### src/rtl/riscv_mem_pkg.sv
// Shared types for the fetch/data SRAM arbiter: FSM states, response owner
// and the full-word byte-enable constant.
package riscv_mem_pkg;

  typedef enum logic {
    ST_IDLE   = 1'b0,
    ST_RMW_WR = 1'b1
  } state_t;

  typedef enum logic [1:0] {
    OWN_NONE = 2'd0,
    OWN_IF   = 2'd1,
    OWN_DM   = 2'd2
  } owner_t;

  localparam logic [3:0] BE_FULL = 4'hF;

endpackage

### src/rtl/riscv_be_merge.sv
// Combinational 4-lane byte merge: lanes with be set take the new word,
// the rest keep the old word.
module riscv_be_merge (
  input  logic [31:0] i_old,
  input  logic [31:0] i_new,
  input  logic [3:0]  i_be,
  output logic [31:0] o_word
);

  always_comb begin
    o_word = i_old;
    for (int i = 0; i < 4; i++) begin
      if (i_be[i]) o_word[8*i +: 8] = i_new[8*i +: 8];
    end
  end

endmodule

### src/rtl/riscv_mem_arbiter.sv
// Arbitrates one synchronous-read word SRAM between instruction fetch and
// data access; partial stores are sequenced as read-modify-write.
module riscv_mem_arbiter
  import riscv_mem_pkg::*;
#(
  parameter int AW         = 14,
  parameter int STARVE_MAX = 4
) (
  input  logic          clk,
  input  logic          rstn,
  input  logic          if_req,
  input  logic [31:0]   if_addr,
  output logic          if_gnt,
  output logic          if_rvalid,
  output logic [31:0]   if_rdata,
  input  logic          dm_req,
  input  logic [31:0]   dm_addr,
  input  logic          dm_we,
  input  logic [3:0]    dm_be,
  input  logic [31:0]   dm_wdata,
  output logic          dm_gnt,
  output logic          dm_rvalid,
  output logic [31:0]   dm_rdata,
  output logic          mem_en,
  output logic          mem_we,
  output logic [AW-1:0] mem_addr,
  output logic [31:0]   mem_wdata,
  input  logic [31:0]   mem_rdata,
  output state_t        o_dbg_state
);

  localparam logic [3:0] LP_STARVE_MAX = 4'(STARVE_MAX);

  // Handshake: a request is held stable until its gnt is seen high in the
  // same cycle; rvalid follows exactly one cycle after the access completes.
  state_t        r_state, w_state_nxt;
  owner_t        r_owner, w_owner_nxt;
  logic          r_dm_rd, w_dm_rd_nxt;
  logic [3:0]    r_starve, w_starve_nxt;
  logic [AW-1:0] r_rmw_addr;
  logic [3:0]    r_rmw_be;
  logic [31:0]   r_rmw_wdata;
  logic          w_rmw_start;
  logic          w_if_win, w_dm_win;
  logic [AW-1:0] w_if_waddr, w_dm_waddr;
  logic [31:0]   w_merged;
  logic          w_unused;

  assign w_if_waddr = if_addr[AW+1:2];
  assign w_dm_waddr = dm_addr[AW+1:2];
  assign w_unused   = ^{if_addr[31:AW+2], if_addr[1:0], dm_addr[31:AW+2], dm_addr[1:0]};

  riscv_be_merge u_merge (
    .i_old  (mem_rdata),
    .i_new  (r_rmw_wdata),
    .i_be   (r_rmw_be),
    .o_word (w_merged)
  );

  always_comb begin
    w_if_win     = 1'b0;
    w_dm_win     = 1'b0;
    mem_en       = 1'b0;
    mem_we       = 1'b0;
    mem_addr     = '0;
    mem_wdata    = '0;
    w_state_nxt  = r_state;
    w_owner_nxt  = OWN_NONE;
    w_dm_rd_nxt  = 1'b0;
    w_rmw_start  = 1'b0;
    w_starve_nxt = r_starve;
    // Grants are suppressed while reset is asserted.
    if (rstn && r_state == ST_IDLE) begin
      w_if_win = if_req && (r_starve == LP_STARVE_MAX || !dm_req);
      w_dm_win = dm_req && !w_if_win;
    end
    case (r_state)
      ST_IDLE: begin
        if (!if_req || w_if_win)                      w_starve_nxt = 4'd0;
        else if (w_dm_win && r_starve != LP_STARVE_MAX) w_starve_nxt = r_starve + 4'd1;
        if (w_if_win) begin
          mem_en      = 1'b1;
          mem_addr    = w_if_waddr;
          w_owner_nxt = OWN_IF;
        end else if (w_dm_win) begin
          mem_addr    = w_dm_waddr;
          w_owner_nxt = OWN_DM;
          if (!dm_we) begin
            mem_en      = 1'b1;
            w_dm_rd_nxt = 1'b1;
          end else if (dm_be == BE_FULL) begin
            mem_en    = 1'b1;
            mem_we    = 1'b1;
            mem_wdata = dm_wdata;
          end else if (dm_be != 4'h0) begin
            mem_en      = 1'b1;
            w_rmw_start = 1'b1;
            w_owner_nxt = OWN_NONE;
            w_state_nxt = ST_RMW_WR;
          end
        end
      end
      ST_RMW_WR: begin
        mem_en      = 1'b1;
        mem_we      = 1'b1;
        mem_addr    = r_rmw_addr;
        mem_wdata   = w_merged;
        w_owner_nxt = OWN_DM;
        w_state_nxt = ST_IDLE;
      end
      default: w_state_nxt = ST_IDLE;
    endcase
  end

  always_ff @(posedge clk or negedge rstn) begin
    if (!rstn) begin
      r_state     <= ST_IDLE;
      r_owner     <= OWN_NONE;
      r_dm_rd     <= 1'b0;
      r_starve    <= 4'd0;
      r_rmw_addr  <= '0;
      r_rmw_be    <= 4'h0;
      r_rmw_wdata <= '0;
    end else begin
      r_state  <= w_state_nxt;
      r_owner  <= w_owner_nxt;
      r_dm_rd  <= w_dm_rd_nxt;
      r_starve <= w_starve_nxt;
      if (w_rmw_start) begin
        r_rmw_addr  <= w_dm_waddr;
        r_rmw_be    <= dm_be;
        r_rmw_wdata <= dm_wdata;
      end
    end
  end

  assign if_gnt      = w_if_win;
  assign dm_gnt      = w_dm_win;
  assign if_rvalid   = (r_owner == OWN_IF);
  assign if_rdata    = mem_rdata;
  assign dm_rvalid   = (r_owner == OWN_DM);
  assign dm_rdata    = (dm_rvalid && r_dm_rd) ? mem_rdata : 32'h0;
  assign o_dbg_state = r_state;

endmodule

### config.mk
export PLATFORM = sky130hd
export DESIGN_NAME = riscv_mem_arbiter
export DESIGN_NICKNAME = d
export VERILOG_FILES = /design/src/rtl/riscv_mem_pkg.sv /design/src/rtl/riscv_be_merge.sv /design/src/rtl/riscv_mem_arbiter.sv
export SDC_FILE = /design/constraint.sdc
export NUM_CORES = 1
export LEC_CHECK = 0
export BUFFER_PORTS_ARGS = -buffer_cell sky130_fd_sc_hd__clkbuf_2
export CAP_MARGIN = 20
export CORE_MARGIN = 5
export CORE_UTILIZATION = 45
export CTS_CLUSTER_SIZE = 25
export DETAILED_ROUTE_END_ITERATION = 16
export GPL_TIMING_DRIVEN = 0
export PLACE_DENSITY = 0.86
export SETUP_SLACK_MARGIN = 0.1
export SYNTH_ARGS = -nofsm -noshare
export SYNTH_HDL_FRONTEND = slang
export SYNTH_SLANG_ARGS = --single-unit
### constraint.sdc
create_clock -name clk -period 4.29 [get_ports clk]
set_clock_uncertainty 0.1 [all_clocks]
set_input_delay 1.0725 -clock clk [delete_from_list [all_inputs] [get_ports clk]]
set_output_delay 1.0725 -clock clk [all_outputs]
set_load 0.005 [all_outputs]
* Word-level counts from Yosys, hierarchy flattened
Cells that the tools add are included.
** Word-level totals
- Bits in registers :: 58
- Input bits :: 137
- Output and inout bits :: 117
- Logic and storage cells :: 71
** Cells by class
- Add/sub/neg operators :: 1
- Eq/ne operators :: 5
- Mux-type cells :: 44
- Bitwise gates (word level) :: 1
- Reductions and logical operators :: 13
** Operator list (number)
- $mux W32 :: 5
- $pmux W32 S2 :: 1
- $mux W8 :: 4
- $mux W14 :: 2
- $pmux W14 S2 :: 1
- $mux W1 :: 20
- $mux W2 :: 5
- $mux W4 :: 2
- $pmux W1 S2 :: 3
- $logic_and A1 B1 Y1 :: 5
- $add A4 B1 Y4 const B :: 1
- $eq A4 B3 Y1 const B :: 1
- $eq A4 B4 Y1 const B :: 1
- $ne A4 B3 Y1 const B :: 1
- $pmux W2 S2 :: 1
- $reduce_bool A4 Y1 :: 1
- $logic_not A1 Y1 :: 3
- $eq A2 B1 Y1 const B :: 1
- $eq A2 B2 Y1 const B :: 1
- $logic_or A1 B1 Y1 :: 2
- $reduce_and A2 Y1 :: 1
- $reduce_bool A2 Y1 :: 1
- $not A1 Y1 :: 1

* Logic depth before layout (Yosys ltp)
- Depth after elaboration :: 9
- Gate-level depth with buffers :: 9
- Depth with buffers taken out :: 7

* Cells and area by module
A second synthesis with hierarchy kept.
** Second synthesis, totals
- Cell total of the unflattened synthesis :: 338
- Area total of the unflattened synthesis :: 4192.8 um2
** By module, submodules not included
- riscv_mem_arbiter :: instances 1, cells an instance 302, area an instance 3667.3 um2
- riscv_be_merge :: instances 1, cells an instance 36, area an instance 525.5 um2

* Worst setup path after synthesis
Ideal clock, no wire load.
- Path type :: in2out
- Start :: in dm_req
- End :: out mem_wdata[10]
- Arrival :: 2.132 ns
- Required time :: 3.118 ns
- Slack :: 0.985 ns
- Stages :: 7
- Cell sequence :: and3b_1 -> o21ai_4 -> inv_2 -> and3_1 -> buf_2 -> buf_6 -> a22o_1
** Between the ends
- Longest elaborated chain between the ends :: 9
- Elaborated cells on any way between the ends :: 10
- Those cells by class :: 5 x mux; 5 x reduce/logical
** RTL lines
- start, declared :: line riscv_mem_arbiter.sv:16 : input logic dm_req,
- $logic_not A1 Y1 :: line riscv_mem_arbiter.sv:74 : w_if_win = if_req && (r_starve == LP_STARVE_MAX || !dm_req);
- $logic_or A1 B1 Y1 :: line riscv_mem_arbiter.sv:74
- $logic_and A1 B1 Y1 :: line riscv_mem_arbiter.sv:74
- $logic_not A1 Y1 :: line riscv_mem_arbiter.sv:75 : w_dm_win = dm_req && !w_if_win;
- $logic_and A1 B1 Y1 :: line riscv_mem_arbiter.sv:75
- $mux W1 :: line riscv_mem_arbiter.sv:73 : if (rstn && r_state == ST_IDLE) begin
- $mux W32 :: line riscv_mem_arbiter.sv:85 : end else if (w_dm_win) begin
- $mux W32 (*) :: line riscv_mem_arbiter.sv:81 : if (w_if_win) begin
- $pmux W32 S2 (*) :: line riscv_mem_arbiter.sv:77 : case (r_state)
- end, declared :: line riscv_mem_arbiter.sv:27 : output logic [31:0] mem_wdata,
Every way passes the cells marked *; elsewhere a longest branch is shown, timed or not.

* Final worst setup path
- Start :: in rstn
- End :: out mem_wdata[29]
** Between the ends
- Longest elaborated chain between the ends :: 5
- Elaborated cells on any way between the ends :: 6
- Those cells by class :: 5 x mux; 1 x reduce/logical
** RTL lines
- start, declared :: line riscv_mem_arbiter.sv:10 : input logic rstn,
- $logic_and A1 B1 Y1 (*) :: line riscv_mem_arbiter.sv:73
- $mux W1 :: line riscv_mem_arbiter.sv:73
- $mux W32 :: line riscv_mem_arbiter.sv:85
- $mux W32 (*) :: line riscv_mem_arbiter.sv:81
- $pmux W32 S2 (*) :: line riscv_mem_arbiter.sv:77
Marked as above.

==> impl_results.md <==
- Status: complete, no violations
- Die area: 10,300 um2
- Hold path cells: 1
- Top cell type's share of synthesized area: 0.387
- WL/cell: 16.2 um
- Critical-path cell list: buf_12 -> and3b_1 -> o21ai_4 -> inv_2 -> and3_1 -> buf_2 -> buf_6 -> a22o_1 -> clkbuf_2
- YS warnings: 0
- Post CTS Setup Buffer Count: 0
- RR Endpoint: r_rmw_addr[0]
- FF-to-FF path depth: 6
- Worst reg-to-reg setup slack: 2.26 ns
- Nets: 714
- Fin. Hold Viols: 0
- PortBufs: 217
- Reg clk slew, reported paths: 0.06 ns
- Drt pass-1 iters: 4
- Slowest stage cell, crit path: and3b_1
- Period utilization: 0.914
- Peak VDD IR: 0.175 mV
- # hold bufs at CTS: 0
- Measured slew at the worst slew-check pin: 0.567 ns
- Via Count: 3,550
- Num rows: 33
- Pwr dens: 326 nW/um2
- Antenna diode count: 0
- Switching share of power: 0.276
- CP required: 3.12 ns
- Placed cell count: 669
- Crit end category: primary output
- Top fanout value on the critical path: 62
- ANT nets after route: 0
- Syn Nets: 486
- Mean cell area of the mapped netlist: 10.8 um2
- CTS tree: done
- CTS buffer count: 9
- Global-route wire length before repair: 17,100 um
- I/O Pins: 254
- Die Ht: 101 um
- DRT iter0 DRCs: 87
- Max Slew Vio Count: 0
- Setup violators final: 0
- Clock latency on the worst-skew pair: 0.32 ns
- Avg Vias per Cell: 5.19
- Hold Crit Class: reg2reg
- Leakage power: 0.00283 uW
- Seq/Total Area, Yosys: 0.387
- Clock Power Share: 0.293
- Synthesized flop and latch total: 58
- Crit path launch type: input pin
- Critical path class: in2out
- Reg power frac: 0.425
- GPL Wtd Cong: 0.806
- Die X-Extent: 101 um
- Fin Setup TNS: 0 ns
- Slew HR: 0.621
- Number of antenna violations at the first check in global routing: 0
- Core area: 8180 um2
- Final instance area: 5180 um2
- Crit-path max cell delay: 0.31 ns
- Global Route Usage Sum: 0.208
- Internal: 1220 uW
- Final cell count without fillers: 684
- Worst R2R Start: o_dbg_state
- Share of layout cells above drive strength 1: 0.622
- Clock tree root buffer cell: clkbuf_8
- DR DRC count: 0
- Max-cap viol count: 0
- Synth area leader: dfrtp_1
- H-Tree Level Count: 3
- F_max: 0.255 GHz
- Arrival time worst endpoint: 2.75 ns
- Fillers: 696
- Synthesized area: 3750 um2
- Switch Pwr: 466 uW
- Clock Path Buffers: 2
- Initial core utilization: 0.459
- WL final: 11,100 um
- CTS Sinks: 58
- Pin count of the biggest net entering global routing: 63
- Min Tclk post-route: 3.92 ns
- Hold EP: r_rmw_addr[9]
- Area Growth Syn to Fin: 38.1%
- Dpl cell area: 4970 um2
- Mapped Cells: 347
- Vias in the first global route: 3,585
- DP Wirelength: 8740 um
- Synth unique cells: 35
- Comb pwr share: 0.283
- Top post-synthesis cells by area: dfrtp_1 39%, mux2_2 24%, a22o_1 7.5%, buf_4 6.4%, and3_1 5.7%
- Hold path start: r_rmw_addr[9]
- Unrepaired setup endpoints after global routing: no
- GRT overflow: 0
-- power groups by stage --
stage	Sequential, uW	Clock (uW)	Combinational, uW
2_1_floorplan	707	0	315
3_3_place_gp	717	0	463
3_5_place_dp	727	0	479
4_1_cts	716	510	482
5_1_grt	729	532	524
6_report	717	494	477
-- final cells by class --
cell class | instances | area (um2) | area share
well taps | 105 | 131 | 0.0253
repair buffers | 217 | 1100 | 0.212
flip-flops and latches | 58 | 1450 | 0.280
inverters | 5 | 18.8 | 0.00362
clock buffers | 10 | 138 | 0.0266
plain buffers | 59 | 404 | 0.0780
clock inverters | 5 | 55.1 | 0.0106
multi-input cells | 225 | 1880 | 0.364
-- kinds of logic (layout without fill, tap and decap cells) --
kind of cell | Yosys count | after routing | synth area share
AOI/OAI and AO/OA | 58 | 58 | 0.126
adders and majority gates | 2 | 2 | 0.00666
buffers and inverters | 64 | 296 | 0.113
DFF | 58 | 58 | 0.387
muxes | 82 | 82 | 0.246
and+or+nand+nor | 83 | 83 | 0.123
-- synthesized netlist by cell type --
library cell and n:
or3b_4 1, o311ai_0 1, buf_1 4, o31ai_1 1, a21o_1 1, o21ai_4 1
nor2b_1 3, nand3b_1 1, mux2_1 2, clkbuf_1 13, o21ai_0 4, inv_2 1
inv_1 4, a211o_1 1, a22o_1 32, a21oi_1 2, a22oi_1 14, o21bai_1 1
buf_4 32, or2_1 1, mux2_2 80, nor2_1 1, and3b_1 1, nand3_1 3
and3_1 34, buf_2 2, nor4_1 1, and4_1 1, dfrtp_1 58, nand2_1 33
buf_6 8, ha_1 2, nand2b_1 1, nand3b_4 1, nor2_4 1
-- state kept, by name (all words and copies together), names as in the netlist --
register	flops
r_rmw_wdata	32
r_rmw_addr	14
r_rmw_be	4
r_starve	4
r_owner	2
o_dbg_state	1
r_dm_rd	1
-- worst max-delay path: cells and delay by family --
family | cells | cell delay [ns]
and+or+nand+nor | 2 | 0.48
AOI/OAI and AO/OA | 2 | 0.27
buffers and inverters | 5 | 0.89
-- through the flow --
step | hold WS, ns | power (uW) | utilization | setup slack (ns)
detailed placement | 0.377 | 1210 | 0.609 | -0.153
CTS | 0.392 | 1710 | 0.633 | 0.146
floorplan | 0.359 | 1020 | - | 0.985
finish | 0.391 | 1690 | 0.634 | 0.367
global placement | 0.371 | 1180 | 0.608 | -0.609
global route | 0.400 | 1790 | 0.634 | 0.164
-- cell usage in the layout (no fill, tap or decap), types with 10 or more instances in the layout --
master and count:
clkbuf_2 216, mux2_2 80, dfrtp_1 58, and3_1 34, nand2_1 33, a22o_1 32
buf_4 32, a22oi_1 14, clkbuf_1 13, clkbuf_8 10
-- repair_timing --
action | CTS | global route
cloned | 0 | 0
setup endpoints to repair | 44 | 39
gates resized for setup | 1 | 3
-- how the worst max path moves through the flow --
stage / start / end / slack (ns) / cells past startpoint
4_1_cts: rstn / mem_wdata[7] / 0.15 / 9
6_report: rstn / mem_wdata[29] / 0.37 / 9
3_3_place_gp: rstn / mem_wdata[29] / -0.61 / 9
2_1_floorplan: dm_req / mem_wdata[10] / 0.99 / 7
3_5_place_dp: rstn / mem_wdata[7] / -0.15 / 9
5_1_grt: rstn / mem_wdata[29] / 0.16 / 9
-- layer usage --
layer | global-route usage | up-vias | wire length [um]
met5 | 0 | - | 0
li1 | - | 1693 | -
met2 | 0.388 | 134 | 5860
met1 | 0.239 | 1712 | 4210
met3 | 0.0448 | 11 | 882
met4 | 0.0542 | 0 | 103
Power figures use the tool's default switching activity.
